[src/rtl/mm_pkg.sv]
// mm_pkg: state encoding, default geometry and timing helper shared by the matmul sequencer and its neighbours
package mm_pkg;
  localparam int DIM_DEF = 8;
  localparam int BITS_AB_DEF = 8;
  typedef enum logic [2:0] {IDLE, LOAD, SETTLE, RUN, READ} mm_state_t;
  // A skewed DIM x DIM systolic pass needs 3*DIM-2 advance cycles to drain the last partial product
  function automatic int run_cycles(input int dim);
    return 3 * dim - 2;
  endfunction
endpackage

[src/rtl/mm_seq_ctrl.sv]
// mm_seq_ctrl: sequences operand load, array clear, skewed compute window and result readout for one matmul pass
module mm_seq_ctrl
  import mm_pkg::*;
#(
  parameter int DIM     = DIM_DEF,
  parameter int BITS_AB = BITS_AB_DEF
) (
  input  logic                     clk,
  input  logic                     rst_n,
  input  logic                     start,
  input  logic                     abort,
  input  logic                     row_valid,
  output logic                     row_ready,
  input  logic [DIM*BITS_AB-1:0]   row_data,
  output logic [DIM*BITS_AB-1:0]   mem_row,
  output logic                     memA_wr,
  output logic                     memB_wr,
  output logic [$clog2(DIM)-1:0]   mem_sel,
  output logic                     mem_en,
  output logic                     sa_en,
  output logic                     sa_clr,
  output logic [$clog2(DIM)-1:0]   c_sel,
  output logic                     res_valid,
  input  logic                     res_ready,
  output logic                     busy,
  output logic                     done
);
  localparam int SW  = $clog2(DIM);
  localparam int LW  = $clog2(2 * DIM);
  localparam int RCW = $clog2(3 * DIM);
  localparam int DW  = $clog2(DIM) + 1;
  localparam logic [LW-1:0]  LD_LAST  = LW'(2 * DIM - 1);
  localparam logic [LW-1:0]  B_BASE   = LW'(DIM);
  localparam logic [RCW-1:0] RUN_LAST = RCW'(run_cycles(DIM) - 1);
  localparam logic [DW-1:0]  RD_LAST  = DW'(DIM - 1);

  mm_state_t                state_q;
  logic [LW-1:0]            ld_cnt_q;
  logic [RCW-1:0]           run_cnt_q;
  logic [DW-1:0]            rd_cnt_q;
  logic [DIM*BITS_AB-1:0]   row_q;
  logic [SW-1:0]            sel_q;
  logic                     wr_a_q, wr_b_q, en_q, clr_q, done_q;

  assign row_ready = state_q == LOAD;
  assign res_valid = state_q == READ;
  assign busy      = state_q != IDLE;
  assign c_sel     = rd_cnt_q[SW-1:0];
  assign mem_row   = row_q;
  assign mem_sel   = sel_q;
  assign memA_wr   = wr_a_q;
  assign memB_wr   = wr_b_q;
  assign mem_en    = en_q;
  assign sa_en     = en_q;
  assign sa_clr    = clr_q;
  assign done      = done_q;

  // Pass FSM: write strobes, clear and done are single-cycle pulses; the compute enable spans all of RUN
  always_ff @(posedge clk or negedge rst_n) begin
    if (!rst_n) begin
      state_q   <= IDLE;
      ld_cnt_q  <= '0;
      run_cnt_q <= '0;
      rd_cnt_q  <= '0;
      row_q     <= '0;
      sel_q     <= '0;
      wr_a_q    <= 1'b0;
      wr_b_q    <= 1'b0;
      en_q      <= 1'b0;
      clr_q     <= 1'b0;
      done_q    <= 1'b0;
    end else begin
      wr_a_q <= 1'b0;
      wr_b_q <= 1'b0;
      clr_q  <= 1'b0;
      done_q <= 1'b0;
      if (abort) begin
        state_q   <= IDLE;
        ld_cnt_q  <= '0;
        run_cnt_q <= '0;
        rd_cnt_q  <= '0;
        en_q      <= 1'b0;
      end else begin
        case (state_q)
          IDLE: if (start) begin
            state_q  <= LOAD;
            ld_cnt_q <= '0;
          end
          LOAD: if (row_valid) begin
            row_q    <= row_data;
            sel_q    <= ld_cnt_q[SW-1:0];
            wr_a_q   <= ld_cnt_q < B_BASE;
            wr_b_q   <= ld_cnt_q >= B_BASE;
            ld_cnt_q <= ld_cnt_q == LD_LAST ? '0 : ld_cnt_q + 1'b1;
            if (ld_cnt_q == LD_LAST) begin
              state_q <= SETTLE;
              clr_q   <= 1'b1;
            end
          end
          SETTLE: begin
            state_q   <= RUN;
            run_cnt_q <= '0;
            en_q      <= 1'b1;
          end
          RUN: if (run_cnt_q == RUN_LAST) begin
            state_q   <= READ;
            run_cnt_q <= '0;
            rd_cnt_q  <= '0;
            en_q      <= 1'b0;
          end else begin
            run_cnt_q <= run_cnt_q + 1'b1;
          end
          READ: if (res_ready) begin
            rd_cnt_q <= rd_cnt_q == RD_LAST ? '0 : rd_cnt_q + 1'b1;
            if (rd_cnt_q == RD_LAST) begin
              state_q <= IDLE;
              done_q  <= 1'b1;
            end
          end
          default: state_q <= IDLE;
        endcase
      end
    end
  end
endmodule

[config.mk]
export PLATFORM = sky130hd
export DESIGN_NAME = mm_seq_ctrl
export DESIGN_NICKNAME = d
export VERILOG_FILES = /design/src/rtl/mm_pkg.sv /design/src/rtl/mm_seq_ctrl.sv
export SDC_FILE = /design/constraint.sdc
export NUM_CORES = 1
export LEC_CHECK = 0
export ABC_AREA = 1
export CAP_MARGIN = 0
export CORE_UTILIZATION = 44
export DETAILED_ROUTE_END_ITERATION = 10
export GPL_ROUTABILITY_DRIVEN = 0
export PLACE_DENSITY_LB_ADDON = 0.15
export SLEW_MARGIN = 20
export SYNTH_ARGS = -nofsm -noshare
export SYNTH_HDL_FRONTEND = slang
export SYNTH_SLANG_ARGS = --single-unit
[constraint.sdc]
create_clock -name clk -period 1.82 [get_ports clk]
set_input_delay 0.273 -clock clk [delete_from_list [all_inputs] [get_ports clk]]
set_output_delay 0.273 -clock clk [all_outputs]
set_load 0.01 [all_outputs]
# Word level (Yosys, flattened, before mapping)
# Index checks and enable logic that the tools add are counted.
# op_classes
n_div,0
add_sub_neg,3
n_eq_ne,13
shift,0
bitwise,1
order_cmp,2
reduce_logical,10
mux,38
mul,0
# ops
operator,n
4-bit 2-to-1 mux,8
3-bit 2-to-1 mux,7
1-bit 2-to-1 mux,16
4-bit one-hot mux with 2 select lines,2
3-bit one-hot mux with 5 select lines,1
3-bit nonzero test,4
5-bit 2-to-1 mux,2
5-bit one-hot mux with 2 select lines,1
"3-bit by 2-bit != test with 1-bit output, second input constant",3
"3-bit != test, second input constant",3
3-bit AND reduction,3
"4-bit by 1-bit adder with 4-bit output, second input constant",2
"3-bit by 2-bit == test with 1-bit output, second input constant",2
6-bit AND reduction,1
"5-bit by 1-bit adder with 5-bit output, second input constant",1
"5-bit == test, second input constant",1
"4-bit by 3-bit == test with 1-bit output, second input constant",1
"4-bit == test, second input constant",1
"4-bit >= comparator, second input constant",1
"4-bit < comparator, second input constant",1
"3-bit by 1-bit == test with 1-bit output, second input constant",1
"3-bit == test, second input constant",1
3-bit logical NOT,1
1-bit one-hot mux with 2 select lines,1
other kinds (2),2
# totals
romBits,0
inputBits,70
n_memories,0
latchBits,0
ramBits,0
ff_bits,88

# Longest topological paths before layout
# depth
ltp_word,5
ltp_mapped,9
ltp_nobuf,9

# Least setup slack after synthesis
# No wires, ideal clock.
# synth_path
path_type,reg2reg
startpoint,reg run_cnt_q[1]
endpoint,reg state_q[0]
t_required_ns,1.703
setup_time_ns,0.117
path_buffers,0
stages_incl_launch_ff,10
slack_ns,0.525
arrival_time_ns,1.178
path_cell_list,dfrtp_1 -> inv_1 -> ha_1 -> nand4_1 -> nand2_2 -> nand2_2 -> nor2_2 -> nand2_2 -> nand2_1 -> nand2_1
# synth_via
elab_chain_cells,3
# synth_lines
element,line,text
"start, declared",mm_seq_ctrl.sv:39,logic [RCW-1:0] run_cnt_q;
"start signal, assigned",mm_seq_ctrl.sv:111,run_cnt_q <= run_cnt_q + 1'b1;
5-bit == test,mm_seq_ctrl.sv:105,RUN: if (run_cnt_q == RUN_LAST) begin
3-bit != test (no line),n/a,
6-bit AND reduction (no line),n/a,
"end signal, assigned",mm_seq_ctrl.sv:101,state_q <= RUN;
"end signal, assigned",mm_seq_ctrl.sv:106,state_q <= READ;
"end signal, assigned",mm_seq_ctrl.sv:116,state_q <= IDLE;
"end, declared",mm_seq_ctrl.sv:37,mm_state_t state_q;
# No other way between the ends.
# A chain may end at the register's enable or synchronous reset.

# Worst setup path after layout
# layout_path
startpoint,reg state_q[1]
endpoint,out res_valid
# layout_via
elab_chain_cells,1
# layout_lines
element,line,text
"start signal, assigned",mm_seq_ctrl.sv:61,state_q <= IDLE;
"start signal, assigned",mm_seq_ctrl.sv:78,state_q <= IDLE;
"start signal, assigned",mm_seq_ctrl.sv:86,state_q <= LOAD;
3-bit == test,mm_seq_ctrl.sv:46,assign res_valid = state_q == READ;
"end, declared",mm_seq_ctrl.sv:23,"output logic res_valid,"
# No other way between the ends.

==> flow_metrics.env <==
export IMPL_grt_pass1_wl_mm=15.35
export IMPL_cts_tree="done"
export IMPL_antenna_diode_count=0
export IMPL_hp_start="row_valid"
export IMPL_drt_pass1_iter_count=4
export IMPL_ant_nets=0
export IMPL_syn_cell_area_sq_um=3894
export IMPL_clock_path_buffers=2
export IMPL_tightestPinTransition_ns=0.4634
export IMPL_synth_top_flop_cell="dfrtp_1"
export IMPL_synth_top_area_frac=0.5656
export IMPL_die_h_um=96.07
export IMPL_netlist_cell_type_count=29
export IMPL_initial_core_util=0.4645
export IMPL_dp_final_hpwl_mm=6.549
export IMPL_chipWidth_um=96.07
export IMPL_grt_setup_unrepaired="no"
export IMPL_numPortBuffers=148
export IMPL_fin_skew_ns=0.008120
export IMPL_worstSetupStartpoint="state_q[1]"
export IMPL_worst_ep_required_time_ns=1.55
export IMPL_drv_slew=0
export IMPL_synthesis_nets=513
export IMPL_global_route_usage_total=0.2174
export IMPL_clock_tree_htree_level_count=3
export IMPL_start_kind="register"
export IMPL_grt_max_degree=89
export IMPL_cts_reportedPaths_clkPinSlew_ns=0.09
export IMPL_detailed_routed_wire_length_on_met3_um=632
export IMPL_finalWorstPathRequiredPeriod_ns=1.704
export IMPL_drt_vias_per_instance=4.922
export IMPL_worst_setup_path_end_kind="output port"
export IMPL_biggest_area_consumer_among_synthesized_cells="dfrtp_1"
export IMPL_leakage_uw=0.002757
export IMPL_syn_avg_cell_area_sq_um=8.890
export IMPL_synth_yosys_warnings=0
export IMPL_worst_r2r_startpoint="state_q[2]"
export IMPL_synth_enable_flop_cells=0
export IMPL_maxUsedRoutingLayer="met4"
export IMPL_final_layout_size_suffix_gt1_frac=0.08673
export IMPL_rows=33
export IMPL_power_density_nw_per_um2=1426
export IMPL_ys_async_sr_fraction=1.000
export IMPL_grt_antenna_before_repair=0
export IMPL_worst_setup_path_endpoint="res_valid"
export IMPL_synthesis_instances=438
export IMPL_num_io_pins=149
export IMPL_vdd_ir_drop_max_mv=0.7469
export IMPL_wl_met2_mm=4.621
export IMPL_critical_path_arrival_ns=1.43
export IMPL_residual_drc=0
export IMPL_finalHoldViolations=0
export IMPL_crit_reg2reg_capture="mem_row[26]"
export IMPL_grt_overflow_total=0
export IMPL_category_of_the_most_critical_setup_path="register to output port"
export IMPL_wl_met1_mm=4.191
export IMPL_first_global_vias=3176
export IMPL_worst_skew_pair_late_latency_ns=0.36
export IMPL_area_growth_syn_to_layout_pct=46.02
export IMPL_routed_wire_length_per_instance_um=13.88
export IMPL_rrSetupSlack_ns=0.33
export IMPL_synth_sequential_area_ratio=0.5656
export IMPL_worst_path_max_fanout=4
export IMPL_maxClockFrequency_ghz=0.5869
export IMPL_synth_top_cells_by_area="dfrtp_1 57%, nand2_1 15%, nand3_1 10%"
export IMPL_floorplan_die_area_sq_um=9229
export IMPL_fin_setup_tns_ns=0
export IMPL_clockRootBuffer="clkbuf_8"
export IMPL_status="completed"
export IMPL_max_cap_violations=0
export IMPL_num_nets_final=658
export IMPL_min_path_type="primary input to register"
export IMPL_numCtsBuffers=9
export IMPL_final_worst_path_cycle_share=0.9362
export IMPL_final_core_util=0.6783
export IMPL_setup_viol=0
export IMPL_ff_latch_count_synth=88
export IMPL_rr_worst_depth=8
export IMPL_clock_sink_count=88
export IMPL_drt_total_wl_mm=9.618
export IMPL_timing_slew_headroom=0.6911
export IMPL_drt_iter0_drc=178
export IMPL_coreArea_sq_um=8382
export IMPL_hold_worst_slack_ns=0.3414
export IMPL_dr_total_vias=3411
[synth_stat cells, types with 2 or more instances]
cell,number
inv_1,17
nor2_1,16
nor2_4,2
buf_6,5
buf_4,12
buf_2,8
nand2_2,4
o21ai_2,2
nor2_2,3
nand3_1,79
nand4_1,6
a21oi_1,5
ha_1,5
nor3_1,5
dfrtp_1,88
nand2_1,158
o21ai_0,6
clkbuf_1,3
o21ai_1,3
xor2_1,2
[power breakdown]
group          internal [uW]  switching, uW  total [uW]
clock network            818            713        1530
logic                   1840           1630        3470
registers               2680            424        3100
total                   5340           2770        8110
[routing by layer]
layer,vias up,track usage
met5,-,0
li1,1688,-
met3,16,0.04818
met4,0,0.08831
met1,1608,0.2866
met2,99,0.3475
[cells by family after synthesis]
family,share of synthesized area
AOI/OAI and AO/OA,0.02442
xor gates and xnor gates,0.004500
adders and majority gates,0.01607
buffers and inverters,0.06973
DFF,0.5656
and+or+nand+nor,0.3197
[stage by stage]
stage,power (uW),setup slack [ns],instances,instance area (sq um)
2_1_floorplan,4643,0.5252,438,3894
3_3_place_gp,6522,0.1424,674,5434
3_5_place_dp,6630,0.08963,674,5434
4_1_cts,8186,0.1121,693,5685
5_1_grt,8674,0.02835,693,5685
6_report,8109,0.1161,693,5685
[repair_timing]
action,4_1_cts,5_1_grt
hold endpoints to repair,88,0
gates resized for setup,5,0
endpoints found under the setup margin,3,0
setup buffers,2,0
hold buffers,1,0
[cells in the final DEF (no fill, tap or decap), drive strengths merged, types with 2 or more instances in the layout]
cell           Yosys  routed
nor2              21      21
o21ai             11      11
clkdlybuf4s50      0     143
dfrtp             88      88
nor3               6       6
ha                 5       5
a21oi              5       5
clkbuf             3      10
dlygate4sd2        0       3
nand2            163     163
xor2               2       2
inv               19      21
nand3             81      81
bufinv             0       2
nand4              6       6
buf               25      15
[worst max-delay path, cell delays in order (launching register included)]
cell           delay, ns
dfrtp_2             0.46
nor2_2              0.14
nand2_1             0.11
inv_1               0.10
dlygate4sd2_1       0.27
[final cells by class]
class                      instances  area (sq um)
clock buffer                      10         137.6
multi-input combinational        303          1420
sequential                        88          2205
clock inverter                     6         90.09
timing repair buffer             162          1628
fill                             683          2696
inverter                          19         73.82
tap                              105         131.4
[sequential cells by signal, summed over array words and instances, names as in the netlist]
register / flops
mem_row: 64
rd_cnt_q: 4
state_q: 3
run_cnt_q: 5
memB_wr: 1
ld_cnt_q: 4
mem_en: 1
sa_clr: 1
done: 1
memA_wr: 1
mem_sel: 3
[worst min-delay path by stage]
stage	depth (start not counted)	to	slack [ns]
after floorplan	0	done	-0.02
after global placement	2	mem_row[50]	0.35
after detailed placement	2	mem_row[61]	0.35
after CTS	3	memA_wr	0.33
after global routing	3	memA_wr	0.35
final	3	memA_wr	0.34
Power figures use the tool's default switching activity.
